===== src/rtl/pipe_stage_skid.sv =====
// pipe_stage_skid: one pipeline stage carrying an opaque DATA_W-bit payload.
// It uses a valid/ready handshake and a 2-entry skid buffer (main + skid
// register). in_ready is decoded from the state flop, so there is no
// combinational path from out_ready to in_ready.
// Optional build macro PIPE_STAGE_PERF_EN enables the saturating backpressure
// counter on stall_cnt. Without it, stall_cnt is tied to zero.
module pipe_stage_skid #(
    parameter int                 DATA_W        = 64,
    parameter logic [DATA_W-1:0]  RESET_DATA    = '0,
    parameter bit                 ZERO_ON_FLUSH = 1'b1
) (
    input  logic              clk,
    input  logic              rst_n,
    input  logic              flush,
    input  logic              in_valid,
    output logic              in_ready,
    input  logic [DATA_W-1:0] in_data,
    output logic              out_valid,
    input  logic              out_ready,
    output logic [DATA_W-1:0] out_data,
    output logic [1:0]        occupancy,
    output logic [31:0]       stall_cnt
);

    // EMPTY: no entries; BUSY: main only; FULL: main + skid.
    typedef enum logic [1:0] {
        EMPTY = 2'd0,
        BUSY  = 2'd1,
        FULL  = 2'd2
    } state_t;

    state_t            state_q, state_d;
    logic [DATA_W-1:0] main_data_q, main_data_d;
    logic [DATA_W-1:0] skid_data_q, skid_data_d;
    logic              in_fire;
    logic              out_fire;

    // Outputs are flop outputs or decodes of the state flop only.
    assign out_valid = (state_q == BUSY) || (state_q == FULL);
    assign in_ready  = (state_q != FULL);
    assign out_data  = main_data_q;
    assign in_fire   = in_valid && in_ready;
    assign out_fire  = out_valid && out_ready;

    // Occupancy decode: the state encoding already equals the entry count.
    always_comb begin
        occupancy = 2'd0;
        case (state_q)
            BUSY:    occupancy = 2'd1;
            FULL:    occupancy = 2'd2;
            default: occupancy = 2'd0;
        endcase
    end

    // State register and payload registers; reset discards everything.
    always_ff @(posedge clk or negedge rst_n) begin
        if (!rst_n) begin
            state_q     <= EMPTY;
            main_data_q <= RESET_DATA;
            skid_data_q <= RESET_DATA;
        end else begin
            state_q     <= state_d;
            main_data_q <= main_data_d;
            skid_data_q <= skid_data_d;
        end
    end

    // Next-state and data steering. A flush overrides every handshake.
    always_comb begin
        state_d     = state_q;
        main_data_d = main_data_q;
        skid_data_d = skid_data_q;
        if (flush) begin
            state_d = EMPTY;
            if (ZERO_ON_FLUSH) begin
                main_data_d = RESET_DATA;
                skid_data_d = RESET_DATA;
            end
        end else begin
            case (state_q)
                EMPTY: begin
                    if (in_fire) begin
                        state_d     = BUSY;
                        main_data_d = in_data;
                    end
                end
                BUSY: begin
                    if (in_fire && out_fire) begin
                        main_data_d = in_data;
                    end else if (in_fire) begin
                        state_d     = FULL;
                        skid_data_d = in_data;
                    end else if (out_fire) begin
                        state_d = EMPTY;
                    end
                end
                FULL: begin
                    // in_ready is low here, so only the drain side can move.
                    if (out_fire) begin
                        state_d     = BUSY;
                        main_data_d = skid_data_q;
                    end
                end
                default: begin
                    // Unused encoding: recover to a clean empty stage.
                    state_d = EMPTY;
                end
            endcase
        end
    end

`ifdef PIPE_STAGE_PERF_EN
    logic [31:0] stall_cnt_q, stall_cnt_d;

    // Count cycles where a valid payload is held back by downstream.
    // The count saturates at the maximum value and ignores flush.
    always_comb begin
        stall_cnt_d = stall_cnt_q;
        if (out_valid && !out_ready && (stall_cnt_q != 32'hFFFF_FFFF)) begin
            stall_cnt_d = stall_cnt_q + 32'd1;
        end
    end

    // Stall counter register; cleared only by reset.
    always_ff @(posedge clk or negedge rst_n) begin
        if (!rst_n) begin
            stall_cnt_q <= 32'd0;
        end else begin
            stall_cnt_q <= stall_cnt_d;
        end
    end

    assign stall_cnt = stall_cnt_q;
`else
    assign stall_cnt = 32'h0;
`endif

endmodule


===== config.mk =====
export PLATFORM = sky130hd
export DESIGN_NAME = pipe_stage_skid
export DESIGN_NICKNAME = d
export VERILOG_FILES = /design/src/rtl/pipe_stage_skid.sv
export SDC_FILE = /design/constraint.sdc
export NUM_CORES = 1
export LEC_CHECK = 0
export ABC_AREA = 1
export BUFFER_PORTS_ARGS = -buffer_cell sky130_fd_sc_hd__buf_2
export CORE_UTILIZATION = 42
export CTS_CLUSTER_SIZE = 30
export DETAILED_ROUTE_END_ITERATION = 12
export HOLD_SLACK_MARGIN = 0.05
export PLACE_DENSITY_LB_ADDON = 0.15
export SLEW_MARGIN = 20
export SYNTH_ARGS = -nofsm -noshare
export SYNTH_HDL_FRONTEND = slang
export SYNTH_SLANG_ARGS = --single-unit

===== constraint.sdc =====
create_clock -name clk -period 5.4 [get_ports clk]
set_clock_uncertainty 0.2 [all_clocks]
set_input_delay 0 -clock clk [delete_from_list [all_inputs] [get_ports clk]]
set_output_delay 0 -clock clk [all_outputs]
set_load 0.02 [all_outputs]

==> summary.md <==
| Metric | Value |
|---|---|
| Status | finished clean |
| Tot Pwr | 0.00358 W |
| Top sig layer | met4 |
| Clock tree sinks | 130 |
| FMAX | 327 MHz |
| Cell Int Power | 0.00226 W |
| Via count | 5630 |
| Overflow left after global routing | 0 |
| I/O Buffers | 136 |
| Sequential share of the synthesized area | 51.4% |
| CTS Buf Count | 17 |
| Total core area | 14600 sq um |
| Met1 wire length | 7770 um |
| Critical path startpoint | state_q[0]$_DFFE_PN0P_ |
| TNS Setup | 0 ns |
| Critical path endpoint category | register |
| Max-slew violations | 0 |
| Final #Nets | 1051 |
| Worst slew pin tran | 1.04 ns |
| Sequential power share | 36.5% |
| Syn. warnings | 0 |
| Critical Path Source Type | register |
| First-pass GRT wire length | about 28000 um |
| Routed len/inst | about 14 um |
| Post-synthesis register bit count | 130 |
| CP required | 5.56 ns |
| Clock Pin Slew Worst Setup and Hold Paths | 0.05 ns |
| Iter 0 DRT Violations | 404 |
| Final Critical Period | about 3.1 ns |
| Post-synth EDFFs | 0 |
| Share of layout cells above drive strength 1 | 18.6% |
| Net Sw Frac | 36.9% |
| CP peak stage delay | between 0.7 and 0.8 ns |
| Power Density | 427 nW/um^2 |
| Dominant cell type by area after synthesis | dfrtp_1 |
| CP cell instances | inv_1 > ha_1 > nand2_1 > inv_1 > nand2_1 > nand2_1 > nand2_1 > nor2_4 > buf_4 > nand2_1 > nand2_1 |
| Ys flop type | dfrtp_1 |
| Detailed Routing Iterations Pass 1 | 5 |
| CTS Buffer Depth | 2 |
| Placer Congestion | 0.743 |
| Later-pin clock latency in the skew report | 0.42 ns |
| Total GRT Usage | 22.1% |
| Root buf cell | clkbuf_16 |
| Post-CTS Repair Setup Buffers | 0 |
| Die Area | between 15000 and 20000 sq um |
| Htree depth | 4 |
| Initial antenna violation count | 0 |
| Async set-or-reset flop fraction in the synthesized netlist | 100% |
| Post-synth cell types | 23 |
| Post-synth top area share | slightly above 50% |
| Crit-path max FO | 38 |
| Synthesized instance count | between 700 and 800 |
| Largest net degree at the start of global routing | 86 |
| Hold Crit Start | in_data[35] |
| Metal3 WL | 721 um |
| RSZ-0062 raised after global routing | no |
| Vias/cell | 4.80 |
| Mapped Area | ~6300 sq um |
| Placement row count | 44 |
| Worst EP arrival | around 3.2 ns |
| Setup CP Type | register to register |
| Dominant cells by area after synthesis | dfrtp_1, nand2_1, o21ai_0, nand3_1, a21oi_1 |
| Most used cell, CP | nand2_1 |
| Maxcap violations | 0 |
| TritonCTS clock tree | done |
| Syn_area_per_cell | between 8 and 9 sq um |
| Final period util | a little under three fifths |
| Fillers | 1347 |
| Detailed-route wire length | between 15000 and 20000 um |
| Clock power frac | a little under a third |
| IO Count | 169 |
| R2R Path Start | state_q[0]$_DFFE_PN0P_ |
| Die height | 125 um |
| Drt drc | 0 |
| Slew HR | 30.1% |
| DR WL met2 | approximately 7500 um |
| Final ANT Viol Nets | 0 |
| Diode count | 0 |
| Vias in the first global route | 5526 |
| Fin. Hold Viols | 0 |
| CP Buf/Inv Count | 3 |
| Comb pwr share | 31.8% |
| # setup viols final | 0 |
| Chip width | 125 um |
| Sw power | 0.00132 W |
| LEAKAGE | 4.19 nW |
| VDD IR max | 0.000323 V |
| Slowest-stage cell, CP | nor2_4 |
| Starting density of the core | 43.4% |
| Final HPWL DP | 9550 um |
| Delay-heaviest family, CP | simple AND/OR/NAND/NOR gates |
| Synthesis-to-layout area growth | 32.5% |
| Worst Hold Class | input pin to register |
cells in the mapped netlist (4+ instances only):
cell,n
ha_1,6
inv_2,4
dfrtp_1,130
a21oi_1,66
o21ai_1,5
nand3_1,68
nand2_1,206
nor2_1,7
buf_4,39
buf_6,6
inv_1,71
clkbuf_1,22
buf_2,17
o21ai_0,124
layout make-up:
type	count	area [sq um]	share of cell area, %
tap	184	230	2.75
multi-input combinational	522	2400	28.7
sequential	130	3250	38.8
clock buffer	22	474	5.66
timing repair buffer	230	1630	19.5
clock inverter	10	108	1.28
inverter	75	283	3.37
tightest hold or removal path, delay by kind of cell:
family / cells / cell delay, ns
buffers and inverters: 2 / 0.61
and+or+nand+nor: 1 / 0.06
AOI/OAI and AO/OA: 1 / 0.06
sequential cells by signal, indices dropped and copies added, names as in the netlist:
register     cells
state_q          2
out_data        64
skid_data_q     64
per-stage QoR:
step	util, %	worst slack, ns	std cells	instance area [sq um]	hold WS [ns]
floorplan	-	3.33	811	6440	-0.496
global placement	47.3	2.40	1053	6900	-0.152
finish	57.5	2.34	1173	8380	0.157
global route	57.5	1.96	1173	8380	0.196
CTS	57.5	2.26	1173	8380	0.144
detailed placement	47.3	2.28	1053	6900	-0.154
routing by layer:
| layer | global-route usage, % | vias to the layer above |
|---|---|---|
| met3 | 5.67 | 24 |
| li1 | - | 2848 |
| met1 | 30.0 | 2612 |
| met5 | 0 | - |
| met4 | 8.01 | 0 |
| met2 | 34.2 | 146 |
final timing paths:
| kind | to | slack [ns] | cells after the start |
|---|---|---|---|
| max | out_data[5]$_DFFE_PN0P_ | 2.34 | 11 |
| max reg2reg | out_data[5]$_DFFE_PN0P_ | 2.34 | 11 |
| min reg2reg | out_data[59]$_DFFE_PN0P_ | 0.26 | 2 |
| max in group asynchronous | skid_data_q[5]$_DFFE_PN0P_ | 3.75 | 4 |
| min in group asynchronous | out_data[8]$_DFFE_PN0P_ | 0.50 | 4 |
| min | skid_data_q[35]$_DFFE_PN0P_ | 0.16 | 4 |
kinds of logic (layout without fill, tap and decap cells):
kind of cell,Yosys count,after routing,share of synthesized area (%)
fa+ha+maj,6,6,1.19
buf+inv,159,337,12.8
other cells,1,32,0.0593
flops,130,130,51.4
simple gates,287,287,18.8
compound gates,197,197,15.7
power by group through the flow:
stage | combinational [W] | clock (W) | sequential [W]
finish | 0.00114 | 0.00113 | 0.00130
CTS | 0.00115 | 0.00116 | 0.00130
detailed placement | 0.00109 | 0 | 0.00132
global route | 0.00127 | 0.00120 | 0.00133
global placement | 0.00108 | 0 | 0.00132
floorplan | 0.000551 | 0 | 0.00152
placed cells by master (no fill, tap or decap), types with 5 or more instances in the layout:
cell / instances
o21ai_1: 5
nand3_1: 68
dlygate4sd3_1: 87
o21ai_0: 124
buf_4: 6
ha_1: 5
a21oi_1: 66
clkbuf_16: 17
dfrtp_1: 130
clkinv_2: 6
conb_1: 32
nand2_1: 206
inv_1: 71
buf_2: 135
nor2_1: 7
timing repair:
item	in CTS	in global routing
hold endpoints to repair	197	0
hold buffers	88	0
resized for setup	0	0
No activity file was read; power rests on OpenSTA's default activity.
